==> config.mk <==
export PLATFORM = sky130hd
export DESIGN_NAME = instr_fetch_unit
export DESIGN_NICKNAME = d
export VERILOG_FILES = /design/src/rtl/instr_fetch_unit.sv
export SDC_FILE = /design/constraint.sdc
export NUM_CORES = 1
export LEC_CHECK = 0
export BUFFER_PORTS_ARGS = -buffer_cell sky130_fd_sc_hd__buf_2
export CORE_ASPECT_RATIO = 1.25
export CORE_UTILIZATION = 40
export CTS_CLUSTER_SIZE = 30
export DETAILED_ROUTE_END_ITERATION = 12
export PLACE_DENSITY_LB_ADDON = 0.15
export REMOVE_ABC_BUFFERS = 1
export SLEW_MARGIN = 0
export SYNTH_ARGS = -nofsm -noshare
export SYNTH_HDL_FRONTEND = slang
export SYNTH_SLANG_ARGS = --single-unit
==> constraint.sdc <==
create_clock -name clk -period 1.7 [get_ports clk]
set_input_delay 0.085 -clock clk [delete_from_list [all_inputs] [get_ports clk]]
set_output_delay 0.085 -clock clk [all_outputs]
set_load 0.01 [all_outputs]
==> src/rtl/instr_fetch_unit.sv <==
// rtl/instr_fetch_unit.sv - MIPS instruction fetch initiator with PC, wait timer and decode handshake
//
// Ports:
//   clk, rst_n       clock (rising edge), asynchronous active-low reset
//   stall            decode not ready; holds the presented instruction
//   redirect         branch/jump taken (single-cycle pulse), highest priority
//   redirect_pc      target byte address; low 2 bits are ignored
//   imem_addr        registered byte address to instruction memory (== pc)
//   imem_rdata       instruction word returned by instruction memory
//   if_instr         fetched instruction
//   if_pc            byte address of if_instr
//   if_pc_plus4      if_pc + 4, modulo 2^32
//   if_valid         if_instr/if_pc valid for decode
//   fetch_count      number of instructions accepted by decode
module instr_fetch_unit #(
  parameter logic [31:0] RESET_PC    = 32'h0000_0000,
  parameter int unsigned WAIT_CYCLES = 1
) (
  input  logic        clk,
  input  logic        rst_n,
  input  logic        stall,
  input  logic        redirect,
  input  logic [31:0] redirect_pc,
  output logic [31:0] imem_addr,
  input  logic [31:0] imem_rdata,
  output logic [31:0] if_instr,
  output logic [31:0] if_pc,
  output logic [31:0] if_pc_plus4,
  output logic        if_valid,
  output logic [31:0] fetch_count
);

  localparam logic [3:0]  WAIT_INIT = 4'(WAIT_CYCLES);
  localparam logic [31:0] PC_INIT   = RESET_PC & ~32'h3;

  typedef enum logic {ST_WAIT, ST_VALID} state_e;

  state_e      state_q, state_d;
  logic [3:0]  wait_cnt_q, wait_cnt_d;
  logic [31:0] pc_q, pc_d;
  logic [31:0] if_instr_q, if_instr_d;
  logic [31:0] if_pc_q, if_pc_d;
  logic [31:0] if_pc_plus4_q, if_pc_plus4_d;
  logic        if_valid_q, if_valid_d;
  logic [31:0] fetch_count_q, fetch_count_d;
  logic        accept;

  // Decode takes the presented instruction whenever it is valid and not stalled,
  // even in the same cycle as a redirect.
  assign accept = (state_q == ST_VALID) && !stall;

  always_comb begin
    state_d       = state_q;
    wait_cnt_d    = wait_cnt_q;
    pc_d          = pc_q;
    if_instr_d    = if_instr_q;
    if_pc_d       = if_pc_q;
    if_pc_plus4_d = if_pc_plus4_q;
    if_valid_d    = if_valid_q;
    fetch_count_d = fetch_count_q;

    if (redirect) begin
      // Any in-flight fetch is dropped: no capture happens on this edge.
      pc_d       = redirect_pc & ~32'h3;
      if_valid_d = 1'b0;
      wait_cnt_d = WAIT_INIT;
      state_d    = ST_WAIT;
      if (accept) begin
        fetch_count_d = fetch_count_q + 32'd1;
      end
    end else begin
      case (state_q)
        ST_WAIT: begin
          if (wait_cnt_q != 4'd0) begin
            wait_cnt_d = wait_cnt_q - 4'd1;
          end else begin
            // Memory output has settled for the current address.
            if_instr_d    = imem_rdata;
            if_pc_d       = pc_q;
            if_pc_plus4_d = pc_q + 32'd4;
            if_valid_d    = 1'b1;
            state_d       = ST_VALID;
          end
        end
        ST_VALID: begin
          if (!stall) begin
            fetch_count_d = fetch_count_q + 32'd1;
            pc_d          = pc_q + 32'd4;
            if_valid_d    = 1'b0;
            wait_cnt_d    = WAIT_INIT;
            state_d       = ST_WAIT;
          end
        end
        default: state_d = ST_WAIT;
      endcase
    end
  end

  always_ff @(posedge clk or negedge rst_n) begin
    if (!rst_n) begin
      state_q       <= ST_WAIT;
      wait_cnt_q    <= WAIT_INIT;
      pc_q          <= PC_INIT;
      if_instr_q    <= 32'h0;
      if_pc_q       <= 32'h0;
      if_pc_plus4_q <= 32'd4;
      if_valid_q    <= 1'b0;
      fetch_count_q <= 32'h0;
    end else begin
      state_q       <= state_d;
      wait_cnt_q    <= wait_cnt_d;
      pc_q          <= pc_d;
      if_instr_q    <= if_instr_d;
      if_pc_q       <= if_pc_d;
      if_pc_plus4_q <= if_pc_plus4_d;
      if_valid_q    <= if_valid_d;
      fetch_count_q <= fetch_count_d;
    end
  end

  assign imem_addr   = pc_q;
  assign if_instr    = if_instr_q;
  assign if_pc       = if_pc_q;
  assign if_pc_plus4 = if_pc_plus4_q;
  assign if_valid    = if_valid_q;
  assign fetch_count = fetch_count_q;

endmodule
# == Word level (Yosys, flattened, before mapping) ==
# Index checks and enable logic that the tools add are counted.
# totals
wordCells,47
regBits,166
out_inout_bits,161
in_bits,68
# op_classes
reduce_logical,9
addsub,3
mux,19
n_eq_ne,5
bitwise,3
# op_table
op,n
$mux W32,7
$add A32 B1 Y32 const B,1
$add A32 B3 Y32 const B,1
$mux W4,3
$ne A3 B3 Y1 const B,3
$pmux W4 S2,1
$mux W1,6
$reduce_and A2 Y1,3
$reduce_and A3 Y1,2
$ne A2 B1 Y1 const B,2
$pmux W1 S2,2
$reduce_bool A4 Y1,1
$sub A4 B1 Y4 const B,1
$not A1 Y1,3
$reduce_bool A2 Y1,1
$logic_and A1 B1 Y1,1
$logic_not A1 Y1,1

# == Longest topological paths before layout ==
# Gate-level depths: netlist (run 1).
# depth
ltp_word,4
mapped_depth,7

# == Worst setup path after synthesis (run 1) ==
# OpenSTA, ideal clock, no wires.
# synth_path
kind,flip-flop to flip-flop
start,"register pc_q[7], in the netlist imem_addr[7]"
end,"register pc_q[29], in the netlist imem_addr[29]"
stages_incl_launch_ff,8
required_time_ns,1.575
period_less_slack_ns,1.887
n_path_buf,2
setup_slack_ns,-0.187
t_arrival_ns,1.762
cell_sequence,dfrtp_1 -> buf_2 -> nand4_2 -> or3_1 -> buf_6 -> nor4_2 -> xor2_1 -> mux2_2
# synth_via
elab_chain_len,4
# synth_rtl
element,line_no,source
"start, declared",40,"logic [31:0] pc_q, pc_d;"
"start signal, assigned",112,pc_q <= pc_d;
$add A32 B3 Y32,88,pc_d = pc_q + 32'd4;
$mux W32,86,if (!stall) begin
$mux W32,72,case (state_q)
$mux W32,62,if (redirect) begin
# Every way passes these cells. The select of a mux whose other input is x is not followed.
# A chain may end at the register's enable or synchronous reset.

# == Worst setup path after layout (run 1) ==
# layout_path
start,"register pc_q[6], in the netlist imem_addr[6]"
end,"register pc_q[22], in the netlist imem_addr[22]"
# The elaborated chain is that of the path after synthesis.

==> results of run 1 <==
metal layers:
layer | global-route usage, % | up-vias | share of wire, %
met4 | 6.62 | 0 | 1.5
met2 | 38.4 | 176 | 53
met1 | 26.0 | 3010 | 41
met5 | 0 | - | 0
li1 | - | 2923 | -
met3 | 4.66 | 27 | 4.7
layout make-up:
class,count,area share (%)
clock inverter,11,1.08
sequential,160,36.9
inverter,3,0.104
timing repair buffer,378,24.4
clock buffer,20,4.02
tap,224,2.58
multi-input combinational,446,30.9
kinds of logic (layout without fill, tap and decap cells):
logic type / after synthesis / count (layout)
adders and majority gates: 3 / 3
muxes: 67 / 67
DFF: 160 / 160
buffers and inverters: 48 / 412
other: 1 / 6
AOI/OAI and AO/OA: 62 / 62
xor gates and xnor gates: 88 / 88
and+or+nand+nor: 220 / 220
cells in the final DEF (no fill, tap or decap), drive strengths merged, types with 24 or more instances in the layout:
cell type | synthesis | final
nand2 | 88 | 88
clkbuf | 16 | 24
nand3 | 36 | 36
o21ai | 57 | 57
xor2 | 37 | 37
mux2 | 66 | 66
buf | 29 | 311
dfrtp | 158 | 158
dlygate4sd3 | 0 | 63
xnor2 | 51 | 51
metrics by stage:
| stage | TNS (ns) | instance area, um^2 |
|---|---|---|
| 6_report | -0.00623 | 10900 |
| 3_5_place_dp | -0.316 | 9100 |
| 5_1_grt | -0.668 | 10900 |
| 3_3_place_gp | -0.0852 | 9100 |
| 4_1_cts | -0.00231 | 10400 |
| 2_1_floorplan | -226.12 | 7070 |
state kept, by name, summed over array words and instances (netlist names):
| signal | cells |
|---|---|
| if_pc_plus4 | 30 |
| if_pc | 30 |
| imem_addr | 30 |
| fetch_count | 32 |
| wait_cnt_q | 4 |
| state_q | 1 |
| if_valid | 1 |
| if_instr | 32 |
what timing repair did:
| item | in CTS | in global routing |
|---|---|---|
| buffers inserted | 2 | 12 |
| endpoints found under the setup margin | 51 | 87 |
| hold buffers | 63 | 0 |
| resized for setup | 17 | 68 |
| cloned | 0 | 6 |
| hold endpoints to repair | 220 | 0 |
| pin swaps | 1 | 14 |
worst max-delay path: cells and delay by family, from the launching register on:
kind                   cells  cell delay, ns
AND/OR/NAND/NOR            3            0.60
flip-flops                 1            0.40
buffers and inverters      2            0.31
AO/OA/AOI/OAI              1            0.15
XOR/XNOR                   1            0.16
how the worst max path moves through the flow:
| stage | from | to | slack (ns) | cells after the start |
|---|---|---|---|---|
| 2_1_floorplan | wait_cnt_q[0] | if_instr[0] | -2.39 | 4 |
| 3_3_place_gp | imem_addr[2] | imem_addr[28] | -0.06 | 6 |
| 3_5_place_dp | imem_addr[2] | imem_addr[28] | -0.06 | 6 |
| 4_1_cts | imem_addr[5] | if_pc_plus4[29] | -0.002 | 7 |
| 5_1_grt | imem_addr[10] | if_pc_plus4[30] | -0.09 | 6 |
| 6_report | imem_addr[6] | imem_addr[22] | -0.006 | 7 |
where the power goes:
part / switching [uW] / leakage [uW] / internal [uW] / total [uW]
Combinational: 2530 / 0.00300 / 2630 / 5160
Sequential: 637 / 0.00201 / 5040 / 5670
Clock: 1530 / 0.000269 / 2140 / 3670
Total: 4690 / 0.00527 / 9810 / 14500
==> metrics.md, run 1 <==
| Metric | Value |
|---|---|
| Status | `complete, but fails checks` |
| Failing checks | `negative setup slack` |
| Max Cap Viol | `0` |
| PnR worst setup slack | `-0.00623 ns` |
| Crit-path cells | `buf_6 -> nand4b_1 -> nor4_4 -> buf_6 -> nand4_1 -> xor2_1 -> o21ai_1` |
| Top cell type's share of synthesized area | `a little over half` |
| Final Core Density | `61.7%` |
| Die area | `18800 um^2` |
| Hold Path End | `state_q` |
| Ant diodes | `0` |
| CP Capture Type | `flip-flop` |
| Drt pass-1 iters | `6` |
| XOR/XNOR Fraction of Synth Area | `around a tenth` |
| Max Fanout on Critical Path | `5` |
| Area grow syn2layout | `49.0%` |
| Routed Antenna Nets | `0` |
| Worst path max stage delay | `0.40 ns` |
| Grt ovf | `0` |
| Fillers | `1456` |
| Chip height | `around 150 um` |
| Final Wtd Congestion | `approximately 0.83` |
| Max Clock Skew | `between 0.01 and 0.015 ns` |
| Final setup fails | `1` |
| R2R Setup Slk | `-0.006 ns` |
| PortBufs | `220` |
| Req. time, crit path | `between 2 and 2.5 ns` |
| Hold Crit Depth | `3` |
| Post-route minimum period | `about 1.7 ns` |
| Final worst-path cycle share | `100%` |
| Most frequent cells after synthesis | `dfrtp_1, nand2_1, mux2_2` |
| Number of enable flip-flop cells after synthesis | `0` |
| CTS tree | `built` |
| DRC | `0` |
| Synth Area in Compound Gates | `between 4 and 5%` |
| Largest net degree at the start of global routing | `64` |
| Clk slew on worst S/H paths | `about 0.070 ns` |
| Main combinational cell family by area after synthesis | `simple AND/OR/NAND/NOR gates` |
| Area occupied by multi-input gates | `roughly 3400 um^2` |
| First-pass GRT wire length | `between 30000 and 40000 um` |
| Iteration-0 DRC Markers | `about 260` |
| Sink Count | `160` |
| Global-route total usage across every layer | `21.7%` |
| Clock Latency Late Sink | `between 0.4 and 0.5 ns` |
| Crit path top cell by count | `buf_6` |
| Cell Area, Synth | `7300 um^2` |
| CTS H-tree lvls | `4` |
| Mean Syn Cell Area | `about 11 um^2` |
| Hold Violations, Final | `0` |
| Pwr per Cell Area | `around 1300 nW/um^2` |
| Crit Path Category | `flip-flop to flip-flop` |
| Worst Path Arrival | `slightly above 2 ns` |
| Sequential area share after synthesis | `around 55%` |
| Final nets | `around 1100` |
| Worst hold margin | `0.0329 ns` |
| Register area | `around 4000 um^2` |
| Yosys warns | `0` |
| FF-to-FF Start | `imem_addr[6]` |
| Clk root buf | `clkbuf_16` |
| Chip width | `approximately 120 um` |
| Async SR Flop Fraction | `100%` |
| Bufs on Longest Clock Path | `2` |
| Vias in the first global route | `between 6000 and 7000` |
| Cts bufs inserted | `17` |
| RR Endpoint | `imem_addr[22]` |
| Ys flop type | `dfrtp_1` |
| Vias per cell | `slightly below 5` |
| FF+latch count, synth | `160` |
| Fmax | `about 590 MHz` |
| Synth Area in Adders | `less than 1%` |
| Cell with the most instances after synthesis | `dfrtp_1` |
| Simple-Gate Fraction of Synth Area | `between 10% and 20%` |
| Cells after DPL | `approximately 1100` |
| Via count | `between 6000 and 7000` |
| Hold_sp | `stall` |
| Antenna violations before repair | `0` |
| Fraction of layout cells with a size suffix above 1 | `between 40% and 50%` |
| Power Total | `approximately 15000 uW` |
| Final Slew Violations | `0` |
| Static Leak | `~0.0053 uW` |
| Synth top area cells | `dfrtp_1, mux2_2, xnor2_1, nand2_1, xor2_1` |
| Min-delay worst type | `input pin to flip-flop` |
| Mux share of post-synthesis cell area | `about a tenth` |
| Maximum VDD drop | `0.768 mV` |
| Core ar. | `approximately 18000 um^2` |
| RSZ-0062 raised after global routing | `yes` |
| WL per Instance | `about 17 um` |
| Dominant cell type by area after synthesis | `dfrtp_1` |
| Final WL | `about 21000 um` |
| Worst Setup Start Kind | `flip-flop` |
| Slowest cell on the critical path | `dfrtp_1` |
| Non-Filler Instances | `about 1200` |
| DP Wirelength | `~14000 um` |
| Cells after synthesis | `about 650` |
| Initial Utilization | `about two fifths` |
| Setup WS pre-CTS | `-0.0554 ns` |
| Synth cell types | `39` |
| R2R cell count | `7` |
| Num rows | `between 50 and 60` |
| I/O pin cnt | `~230` |
No activity file was read; power rests on OpenSTA's default activity.
==> run 2, diff against run 1 <==
--- a/config.mk
+++ b/config.mk
@@ -6,8 +6,10 @@
 export NUM_CORES = 1
 export LEC_CHECK = 0
 export BUFFER_PORTS_ARGS = -buffer_cell sky130_fd_sc_hd__buf_2
+export CELL_PAD_IN_SITES_DETAIL_PLACEMENT = 1
+export CELL_PAD_IN_SITES_GLOBAL_PLACEMENT = 1
 export CORE_ASPECT_RATIO = 1.25
-export CORE_UTILIZATION = 40
+export CORE_UTILIZATION = 36
 export CTS_CLUSTER_SIZE = 30
 export DETAILED_ROUTE_END_ITERATION = 12
 export PLACE_DENSITY_LB_ADDON = 0.15
==> run 2 against run 1 <==
- the flow now finishes without violations
- count of clock-buffer cells in the layout stayed put
- largest power group unchanged
- cell count is 3.7% higher
- flip-flop and latch count stayed put
- global-route usage is 0.44 points higher
==> metrics.md, run 2 (synthesized netlist as in run 1, its figures left out) <==
| Metric | Value |
|---|---|
| Status | `completed` |
| Switch Pwr | `between 4000 and 5000 uW` |
| Pwr per Cell Area | `roughly 1300 nW/um^2` |
| Die area | `about 21000 um^2` |
| Worst setup path start | `wait_cnt_q[0]` |
| Slowest cell on the critical path | `dfstp_2` |
| RR Endpoint | `if_instr[11]` |
| Worst Path Arrival | `slightly below 2 ns` |
| Clock Latency Late Sink | `~0.42 ns` |
| Register area | `about 4000 um^2` |
| Cts bufs inserted | `17` |
| Fmax | `about 600 MHz` |
| Iteration-0 DRC Markers | `233` |
| Final nets | `around 1100` |
| Most frequent cells in the layout | `buf_2, dfrtp_1, nand2_1` |
| Chip height | `roughly 160 um` |
| Vias in the first global route | `between 6000 and 7000` |
| Routed Antenna Nets | `0` |
| Bufs on Longest Clock Path | `2` |
| Crit path to | `if_instr[11]` |
| PortBufs | `220` |
| Fillers | `between 2000 and 2500` |
| Met3 Track Usage GR | `under 10%` |
| Global-route total usage across every layer | `22.2%` |
| Clk root buf | `clkbuf_16` |
| CTS H-tree lvls | `4` |
| Largest net degree at the start of global routing | `65` |
| Met2 GRT Util | `41.4%` |
| Grt met1 use | `around 25%` |
| DRC | `0` |
| Worst hold margin | `0.135 ns` |
| Final worst-path cycle share | `between 90% and 100%` |
| Post-route minimum period | `1.69 ns` |
| R2R Setup Slk | `0.005 ns` |
| Final WL | `23200 um` |
| Final setup fails | `0` |
| Antenna violations before repair | `0` |
| I/O pin cnt | `roughly 230` |
| Comb pwr share | `35.2%` |
| Design area | `11000 um^2` |
| Sink Count | `160` |
| Req. time, crit path | `around 2.0 ns` |
| Hold Violations, Final | `0` |
| Cell Int Power | `9870 uW` |
| First-pass GRT wire length | `roughly 36000 um` |
| Crit Path Category | `flip-flop to flip-flop` |
| Final Wtd Congestion | `around 0.75` |
| Maximum VDD drop | `roughly 0.68 mV` |
| Area grow syn2layout | `50.2%` |
| Max Clock Skew | `between 0.01 and 0.015 ns` |
| Drt pass-1 iters | `5` |
| Chip width | `roughly 130 um` |
| Worst Setup Start Kind | `flip-flop` |
| Min-delay worst type | `input pin to async pin` |
| Worst path max stage delay | `0.52 ns` |
| Core ar. | `a little under 20000 um^2` |
| R2R cell count | `6` |
| FF-to-FF Start | `wait_cnt_q[0]` |
| Leading cell type in the layout, fill and taps excluded | `buf_2` |
| Fraction of layout cells with a size suffix above 1 | `45.9%` |
| Part of the power in registers | `just under 40%` |
| Clk slew on worst S/H paths | `about 0.06 ns` |
| Clock network power share | `26.0%` |
| Initial Utilization | `~37%` |
| Max Fanout on Critical Path | `17` |
| Via count | `6265` |
| Vias per cell | `4.86` |
| WL per Instance | `between 15 and 20 um` |
| DP Wirelength | `roughly 16000 um` |
| Ant diodes | `0` |
| Grt ovf | `0` |
| CTS tree | `built` |
| Static Leak | `between 0.005 and 0.006 uW` |
| Placed cell area | `9200 um^2` |
| RSZ-0062 raised after global routing | `yes` |
| Sw Share | `between 30% and 40%` |
| Crit-path cells | `inv_1 -> ha_4 -> nand3_4 -> buf_6 -> buf_12 -> mux2_2` |
| GR peak layer | `met2` |
| Max Cap Viol | `0` |
| Area occupied by multi-input gates | `roughly 3300 um^2` |
| CP Capture Type | `flip-flop` |
| Num rows | `57` |
| Final Slew Violations | `0` |
==> run 2: area by class of cell <==
cell class,count,share of cell area [%]
sequential,160,36.6
multi-input combinational,446,30.4
timing repair buffer,383,24.5
clock buffer,20,4.16
tap,265,3.02
clock inverter,11,1.20
inverter,3,0.103
==> run 2: stage by stage <==
stage / total power, uW / std cells / setup slack (ns) / TNS, ns / utilization (%)
2_1_floorplan: 8190 / 609 / -2.39 / -226.12 / -
4_1_cts: 14600 / 1272 / -0.0268 / -0.103 / 53.9
3_3_place_gp: 10200 / 1174 / -0.110 / -0.268 / 46.7
5_1_grt: 15600 / 1288 / -0.0846 / -1.31 / 55.7
3_5_place_dp: 10400 / 1174 / -0.120 / -1.13 / 46.7
6_report: 14700 / 1288 / 0.00527 / 0 / 55.7
==> run 2: worst min-delay path by stage <==
stage / endpoint / slack (ns) / cells after the start
floorplan: fetch_count[0] / -0.21 / 0
global placement: if_instr[6] / 0.01 / 1
detailed placement: if_instr[21] / 0.02 / 1
global route: if_instr[21] / 0.17 / 2
CTS: fetch_count[6] / 0.13 / 5
finish: if_instr[21] / 0.14 / 2
==> run 2: worst max-delay path: cells and delay by family, from the launching register on <==
kind	cells	cell delay, ns
adder cells (fa/ha/maj)	1	0.19
flip-flops	1	0.52
AND/OR/NAND/NOR	1	0.14
multiplexers	1	0.35
buffers and inverters	3	0.35
==> run 2: repair_timing <==
item | 4_1_cts | 5_1_grt
setup endpoints to repair | 104 | 85
cloned | 1 | 2
gates resized for setup | 32 | 55
hold endpoints to repair | 176 | 0
setup buffers | 3 | 14
pin swaps | 5 | 16
hold buffers | 63 | 0
==> run 2: power groups by stage <==
stage	clock network [uW]	logic, uW	registers [uW]
floorplan	0	1860	6340
global placement	0	4540	5640
detailed placement	0	4700	5740
CTS	3940	4970	5690
global route	4100	5630	5850
finish	3830	5180	5700
==> run 2: layer usage <==
metal	vias to the layer above	wire, um
met2	150	12800
met4	0	364
met3	27	834
li1	2938	-
met1	3150	9200
met5	-	0
